**config.mk**
```make
export PLATFORM = sky130hd
export DESIGN_NAME = eth_wb_arbiter
export DESIGN_NICKNAME = d
export VERILOG_FILES = /design/src/rtl/eth_wb_arbiter.sv
export SDC_FILE = /design/constraint.sdc
export NUM_CORES = 1
export LEC_CHECK = 0
export BUFFER_PORTS_ARGS = -buffer_cell sky130_fd_sc_hd__buf_2
export CAP_MARGIN = 10
export CORE_AREA = 2 2 99 101
export CTS_CLUSTER_SIZE = 40
export DETAILED_ROUTE_END_ITERATION = 10
export DIE_AREA = 0 0 101 103
export GPL_ROUTABILITY_DRIVEN = 0
export SYNTH_ARGS = -nofsm -noshare
export SYNTH_HDL_FRONTEND = slang
export SYNTH_SLANG_ARGS = --single-unit
```
**constraint.sdc**
```tcl
create_clock -name wb_clk_i -period 1.42 [get_ports wb_clk_i]
set_input_delay 0 -clock wb_clk_i [delete_from_list [all_inputs] [get_ports wb_clk_i]]
set_output_delay 0 -clock wb_clk_i [all_outputs]
set_load 0.1 [all_outputs]
```
**src/rtl/eth_wb_arbiter.sv**
```systemverilog
// eth_wb_arbiter: two-master round-robin Wishbone arbiter in front of the shared
// Ethernet slave. A granted master keeps the bus until it drops cyc, and the
// grant passes straight to a waiting master with no idle gap.
// Optional stall watchdog: define ETH_WB_ARB_TIMEOUT_EN to build a 10-bit
// counter that returns a one-cycle error when the slave stalls TIMEOUT_CYC cycles.

module eth_wb_arbiter #(
    parameter int TIMEOUT_CYC = 255
) (
    input  logic        wb_clk_i,
    input  logic        wb_rst_n_i,
    input  logic        m0_cyc_i,
    input  logic        m0_stb_i,
    input  logic        m0_we_i,
    input  logic [3:0]  m0_sel_i,
    input  logic [9:0]  m0_adr_i,
    input  logic [31:0] m0_dat_i,
    input  logic        m1_cyc_i,
    input  logic        m1_stb_i,
    input  logic        m1_we_i,
    input  logic [3:0]  m1_sel_i,
    input  logic [9:0]  m1_adr_i,
    input  logic [31:0] m1_dat_i,
    output logic [31:0] m0_dat_o,
    output logic        m0_ack_o,
    output logic        m0_err_o,
    output logic [31:0] m1_dat_o,
    output logic        m1_ack_o,
    output logic        m1_err_o,
    output logic        s_cyc_o,
    output logic        s_stb_o,
    output logic        s_we_o,
    output logic [3:0]  s_sel_o,
    output logic [9:0]  s_adr_o,
    output logic [31:0] s_dat_o,
    input  logic [31:0] s_dat_i,
    input  logic        s_ack_i,
    input  logic        s_err_i,
    output logic [1:0]  gnt_o
);

    typedef enum logic [1:0] {
        IDLE = 2'd0,
        GNT0 = 2'd1,
        GNT1 = 2'd2
    } state_t;

    state_t     r_state;
    state_t     w_stateNext;
    logic       r_last;
    logic       w_lastNext;
    logic [1:0] r_gnt;
    logic [1:0] w_gntNext;
    logic       w_toErr;

    // The counter is 10 bits wide, so a limit outside 1..1023 can never be reached.
    generate
        if (TIMEOUT_CYC < 1 || TIMEOUT_CYC > 1023) begin : g_badTimeout
            $error("eth_wb_arbiter: TIMEOUT_CYC must lie in 1..1023");
        end
    endgenerate

    // Next-state arbitration: round robin from IDLE, no preemption, and direct handoff on release.
    always_comb begin
        w_stateNext = r_state;
        w_lastNext  = r_last;
        w_gntNext   = 2'b00;
        case (r_state)
            IDLE: begin
                if (m0_cyc_i && m1_cyc_i) begin
                    w_stateNext = r_last ? GNT0 : GNT1;
                end else if (m0_cyc_i) begin
                    w_stateNext = GNT0;
                end else if (m1_cyc_i) begin
                    w_stateNext = GNT1;
                end
            end
            GNT0: begin
                if (!m0_cyc_i) begin
                    w_lastNext  = 1'b0;
                    w_stateNext = m1_cyc_i ? GNT1 : IDLE;
                end
            end
            GNT1: begin
                if (!m1_cyc_i) begin
                    w_lastNext  = 1'b1;
                    w_stateNext = m0_cyc_i ? GNT0 : IDLE;
                end
            end
            default: w_stateNext = IDLE;
        endcase
        case (w_stateNext)
            GNT0:    w_gntNext = 2'b01;
            GNT1:    w_gntNext = 2'b10;
            default: w_gntNext = 2'b00;
        endcase
    end

    // State, last-granted master and registered one-hot grant.
    always_ff @(posedge wb_clk_i or negedge wb_rst_n_i) begin
        if (!wb_rst_n_i) begin
            r_state <= IDLE;
            r_last  <= 1'b1;
            r_gnt   <= 2'b00;
        end else begin
            r_state <= w_stateNext;
            r_last  <= w_lastNext;
            r_gnt   <= w_gntNext;
        end
    end

    assign gnt_o = r_gnt;

`ifdef ETH_WB_ARB_TIMEOUT_EN
    localparam logic [9:0] TO_LIMIT = 10'(TIMEOUT_CYC);

    logic [9:0] r_toCnt;

    assign w_toErr = (r_toCnt == TO_LIMIT);

    // Count stalled strobe cycles; restart on any slave response, on a fired timeout or when the grant moves.
    always_ff @(posedge wb_clk_i or negedge wb_rst_n_i) begin
        if (!wb_rst_n_i) begin
            r_toCnt <= 10'd0;
        end else if ((w_stateNext != r_state) || s_ack_i || s_err_i || w_toErr) begin
            r_toCnt <= 10'd0;
        end else if (s_stb_o) begin
            r_toCnt <= r_toCnt + 10'd1;
        end
    end
`else
    assign w_toErr = 1'b0;
`endif

    // Forward the granted master's request to the slave; the bus is quiet while idle.
    always_comb begin
        s_cyc_o = 1'b0;
        s_stb_o = 1'b0;
        s_we_o  = 1'b0;
        s_sel_o = 4'h0;
        s_adr_o = 10'h000;
        s_dat_o = 32'h0000_0000;
        case (r_state)
            GNT0: begin
                s_cyc_o = m0_cyc_i;
                s_stb_o = m0_stb_i;
                s_we_o  = m0_we_i;
                s_sel_o = m0_sel_i;
                s_adr_o = m0_adr_i;
                s_dat_o = m0_dat_i;
            end
            GNT1: begin
                s_cyc_o = m1_cyc_i;
                s_stb_o = m1_stb_i;
                s_we_o  = m1_we_i;
                s_sel_o = m1_sel_i;
                s_adr_o = m1_adr_i;
                s_dat_o = m1_dat_i;
            end
            default: ;
        endcase
    end

    // Route slave responses to the granted master only; anything arriving while idle is dropped.
    always_comb begin
        m0_ack_o = 1'b0;
        m0_err_o = 1'b0;
        m1_ack_o = 1'b0;
        m1_err_o = 1'b0;
        case (r_state)
            GNT0: begin
                m0_ack_o = s_ack_i;
                m0_err_o = s_err_i | w_toErr;
            end
            GNT1: begin
                m1_ack_o = s_ack_i;
                m1_err_o = s_err_i | w_toErr;
            end
            default: ;
        endcase
    end

    assign m0_dat_o = s_dat_i;
    assign m1_dat_o = s_dat_i;

endmodule

```
---- After elaboration in Yosys (flattened, before gate mapping) ----
Cells that the tools add are included.
storage, ports and cells
  register bits after elaboration ......... 5
  bits of input ports ..................... 134
  output and inout bits ................... 119
  word-level logic and storage cells ...... 36
cells by class
  eq/ne operators ......................... 6
  muxes and demuxes ....................... 23
  reduce and logical (&&, ||, !) cells .... 4
operators with widths
  kind                                                             count
  32-bit case mux with 2 select lines                              1
  10-bit case mux with 2 select lines                              1
  2-bit two-way mux                                                7
  1-bit case mux with 2 select lines                               4
  4-bit case mux with 2 select lines                               1
  1-bit two-way mux                                                7
  2-bit case mux with 3 select lines                               1
  2-bit by 1-bit == test with 1-bit output, second input constant  2
  2-bit == test, second input constant                             2
  2-bit inequality test, second input constant                     2
  2-bit case mux with 2 select lines                               1
  3-bit AND reduction                                              1
  2-bit zero test                                                  1
  2-bit nonzero test                                               1
  1-bit logical AND                                                1

---- Depth between registers and ports, before layout ----
  depth after elaboration ................. 6
  gate-level depth with buffers ........... 7
  mapped depth without buffers ............ 5

---- Worst setup path before layout ----
Ideal clock, no wire load.
  path kind ............................... flip-flop to output port
  start ................................... register r_state[1]
  end ..................................... output s_adr_o[0]
  data arrival time ....................... 2.586 ns
  required time ........................... 1.420 ns
  path slack .............................. -1.166 ns
  stages on the path, launching flop included .. 6
  path buffers ............................ 2
  cell sequence ........................... dfrtp_1 inv_1 ha_1 clkbuf_1 clkbuf_1 nor2b_1
on the way
  word-level cells in the longest chain between the ends .. 2
  elaborated cells on any way between the ends .. 3
  those cells by class .................... eq/ne (2); mux (1)
ends and longest elaborated chain
  element                                                                    RTL line  source
  from (decl)                                                                48        state_t r_state;
  from (signal assigned)                                                     106       r_state <= w_stateNext;
  2-bit == test or 2-bit by 1-bit == test with 1-bit output (tied branches)  143       case (r_state)
  10-bit case mux with 2 select lines (*)                                    143
  to (decl)                                                                  34        output logic [9:0] s_adr_o,
Every way passes the cells marked *; elsewhere a longest branch is shown, timed or not.

---- Worst setup path after layout ----
  start ................................... register r_state[0]
  end ..................................... output s_adr_o[7]
Same word-level chain as after synthesis.

==> results_dict.tcl <==
set metrics [dict create \
    diodes 0 \
    synth_seq_cells 5 \
    worstPathRequired_ns 1.42 \
    tightest_slew_ns 0.4843 \
    tns_ns -12.98 \
    layoutNonFillerInstCount 437 \
    grt_usage_pct 13.36 \
    area_delta_synth_final_pct 145.7 \
    cpPeakStageDelay_ns 0.41 \
    path_clk_slew_ns 0.03 \
    slew_headroom_pct 67.93 \
    clock_latency_ns 0.22 \
    die_h_um 103 \
    grt_pass1_wl_um 10710 \
    post-route-drc-count 0 \
    r2r_end "gnt_o[0]$_DFF_PN0_" \
    cts_max_level 1 \
    synth.avg_cell_area_um2 7.382 \
    finalHoldViolations 0 \
    status "complete, but fails checks" \
    fin_area_um2 3971 \
    drv_slew 0 \
    die_w_um 101 \
    placed_area_um2 3387 \
    ant_nets 0 \
    max_freq_mhz 586.7 \
    startpoint "r_state[0]$_DFF_PN0_" \
    setup.worst_path.end "s_adr_o[7]" \
    wl_per_cell_um 17.90 \
    violations "setup timing" \
    first_iter_violations 24 \
    path_max_fanout 9 \
    end_kind "output pin" \
    final_util_pct 41.98 \
    r2r_cells 5 \
    r2r-start "r_state[0]$_DFF_PN0_" \
    cts_buffers 3 \
    rsz0062_at_grt "yes" \
    via_per_inst 4.561 \
    yosysSeqAreaShare_pct 7.817 \
    cts_sinks 5 \
    crit_path_cell_trace "buf_4 > ha_4 > buf_12 > a22oi_2 > nor2b_4 > buf_12" \
    postSynthCellCount 219 \
    finalClockSkew_ns 0.0009273 \
    crit_type "flop to output pin" \
    grt_max_degree 20 \
    cpMaxStageDelayCell "dfrtp_1" \
    grt-ovfl-total 0 \
    antenna_found_initial 0 \
    start_kind "flop" \
    dieArea_um2 10400 \
    finalCriticalPeriod_ns 1.705 \
    leakage_nw 1.637 \
    nNetsFinal 463 \
    min_period_over_period_pct 120.0 \
    drt-total-wl_um 7824 \
    syn-num-nets 358 \
    drive_above_1_share_pct 92.26 \
    place_inst 420 \
    cts_root_buf "clkbuf_8" \
    setup_viol 57 \
    fin_ws_ns -0.2846 \
    ir_drop_v 0.001332 \
    fill_cells 896 \
    initial_utilization_pct 17.09 \
    hpwl_um 5314 \
    row_count 36 \
    max_cap_violations 0 \
    grt_pass1_vias 2023 \
    num_vias 1993 \
    ioPinCount 253 \
    hold_path_class "primary input to output pin" \
    fp.coreArea_um2 9459 \
    ys_types 27 \
    io_buffers 156 \
    critPathMostFrequentCell "buf_12" \
    cp.arrival_ns 1.70 \
    cts_tree "built" \
    drt_pass1_iterations 4 \
    yosys_warnings 0 \
    clock_path_buffers 2 \
    netlist_area_um2 1617 \
    power.density_nw_per_um2 3074 \
    rrSetupSlack_ns -0.20 \
]
[flip-flops by register name, indices dropped and copies added, names as in the netlist]
signal / cells
gnt_o: 2
r_last: 1
r_state: 2
[kinds of logic (layout without fill, tap and decap cells)]
family,Yosys count,after routing,synth area share [%]
buffers and inverters,86,190,36.14
AO/OA/AOI/OAI,63,63,29.34
AND/OR/NAND/NOR,60,60,22.83
adder cells (fa/ha/maj),5,5,3.870
flip-flops,5,5,7.818
[layer usage]
metal	vias to the layer above	routed length, um	GRT usage, %
li1	909	-	-
met2	126	4207	26.10
met4	0	321	6.341
met5	-	0	0
met1	928	2619	13.57
met3	30	676	2.644
[critical path: cells and delay by family (launching register included)]
kind            cells  cell delay, ns
compound gates      1            0.27
fa+ha+maj           1            0.23
buf+inv             3            0.50
flops               1            0.41
simple gates        1            0.07
[what timing repair did]
action                     CTS  global route
hold endpoints to repair     5             0
hold buffers                 1             0
setup endpoints to repair   57            57
pin swaps                   15             3
resized for setup           57             1
buffers inserted             6             1
gates cloned                 6             2
[how the worst min path moves through the flow]
stage                      startpoint                 end  cells past startpoint
after global placement     wb_rst_n_i  gnt_o[0]$_DFF_PN0_                      1
after global routing      s_dat_i[23]        m0_dat_o[23]                      0
after CTS                  s_dat_i[4]         m1_dat_o[4]                      0
final                     s_dat_i[23]        m0_dat_o[23]                      0
after detailed placement   wb_rst_n_i  gnt_o[0]$_DFF_PN0_                      1
after floorplan            wb_rst_n_i  gnt_o[0]$_DFF_PN0_                      0
[synth_stat cells, drive strengths merged]
| library cell | count | area share [%] |
|---|---|---|
| o21ai | 1 | 0.31 |
| o211ai | 1 | 0.46 |
| a2bb2oi | 1 | 0.54 |
| nor2b | 49 | 19 |
| a22oi | 48 | 22 |
| o2111a | 1 | 0.70 |
| and2 | 5 | 1.9 |
| a22o | 2 | 1.1 |
| o21bai | 1 | 0.46 |
| dfstp | 1 | 1.6 |
| o21a | 1 | 0.46 |
| a31oi | 1 | 0.39 |
| a21oi | 2 | 0.62 |
| ha | 5 | 3.9 |
| a21boi | 2 | 0.93 |
| nor4bb | 1 | 0.62 |
| nor2 | 2 | 0.46 |
| nand2 | 2 | 0.46 |
| clkbuf | 6 | 1.4 |
| nand2b | 1 | 0.39 |
| a32o | 1 | 0.62 |
| buf | 76 | 34 |
| a211oi | 1 | 0.46 |
| dfrtp | 4 | 6.2 |
| inv | 4 | 0.93 |
[per-stage QoR]
stage,power [mW],hold slack [ns],setup WS [ns]
floorplan,8.139,-0.2956,-0.1628
global placement,10.34,-0.1789,-0.05747
detailed placement,10.42,-0.1714,-0.09435
CTS,12.15,0.0009952,-0.2677
global route,12.65,0.0002077,-0.3267
finish,12.21,0.00004827,-0.2846
[cell usage in the layout (no fill, tap or decap), drive strengths merged]
master       instances
buf                178
nor2b               49
a22oi               48
clkbuf               6
ha                   5
and2                 5
dfrtp                4
inv                  4
a21boi               2
a22o                 2
nand2                2
a21oi                2
nor2                 2
o211ai               1
nor4bb               1
a31oi                1
a32o                 1
o21bai               1
o21a                 1
a211oi               1
nand2b               1
a2bb2oi              1
o21ai                1
o2111a               1
bufbuf               1
dlygate4sd3          1
dfstp                1
[cell type report]
cell class	instances	area, um2	area share, %
inverter	4	15.01	0.3781
clock buffer	4	45.04	1.134
sequential	5	127.6	3.214
multi-input combinational	128	1608	40.49
tap	114	142.6	3.592
timing repair buffer	182	2033	51.20
[where the power goes]
group / leakage, nW / internal, mW / switching [mW]
clock: 0.0228 / 0.193 / 0.0707
combinational: 1.55 / 5.17 / 6.53
sequential: 0.0608 / 0.210 / 0.0376
Note: power is estimated with default switching activity, not from simulation.
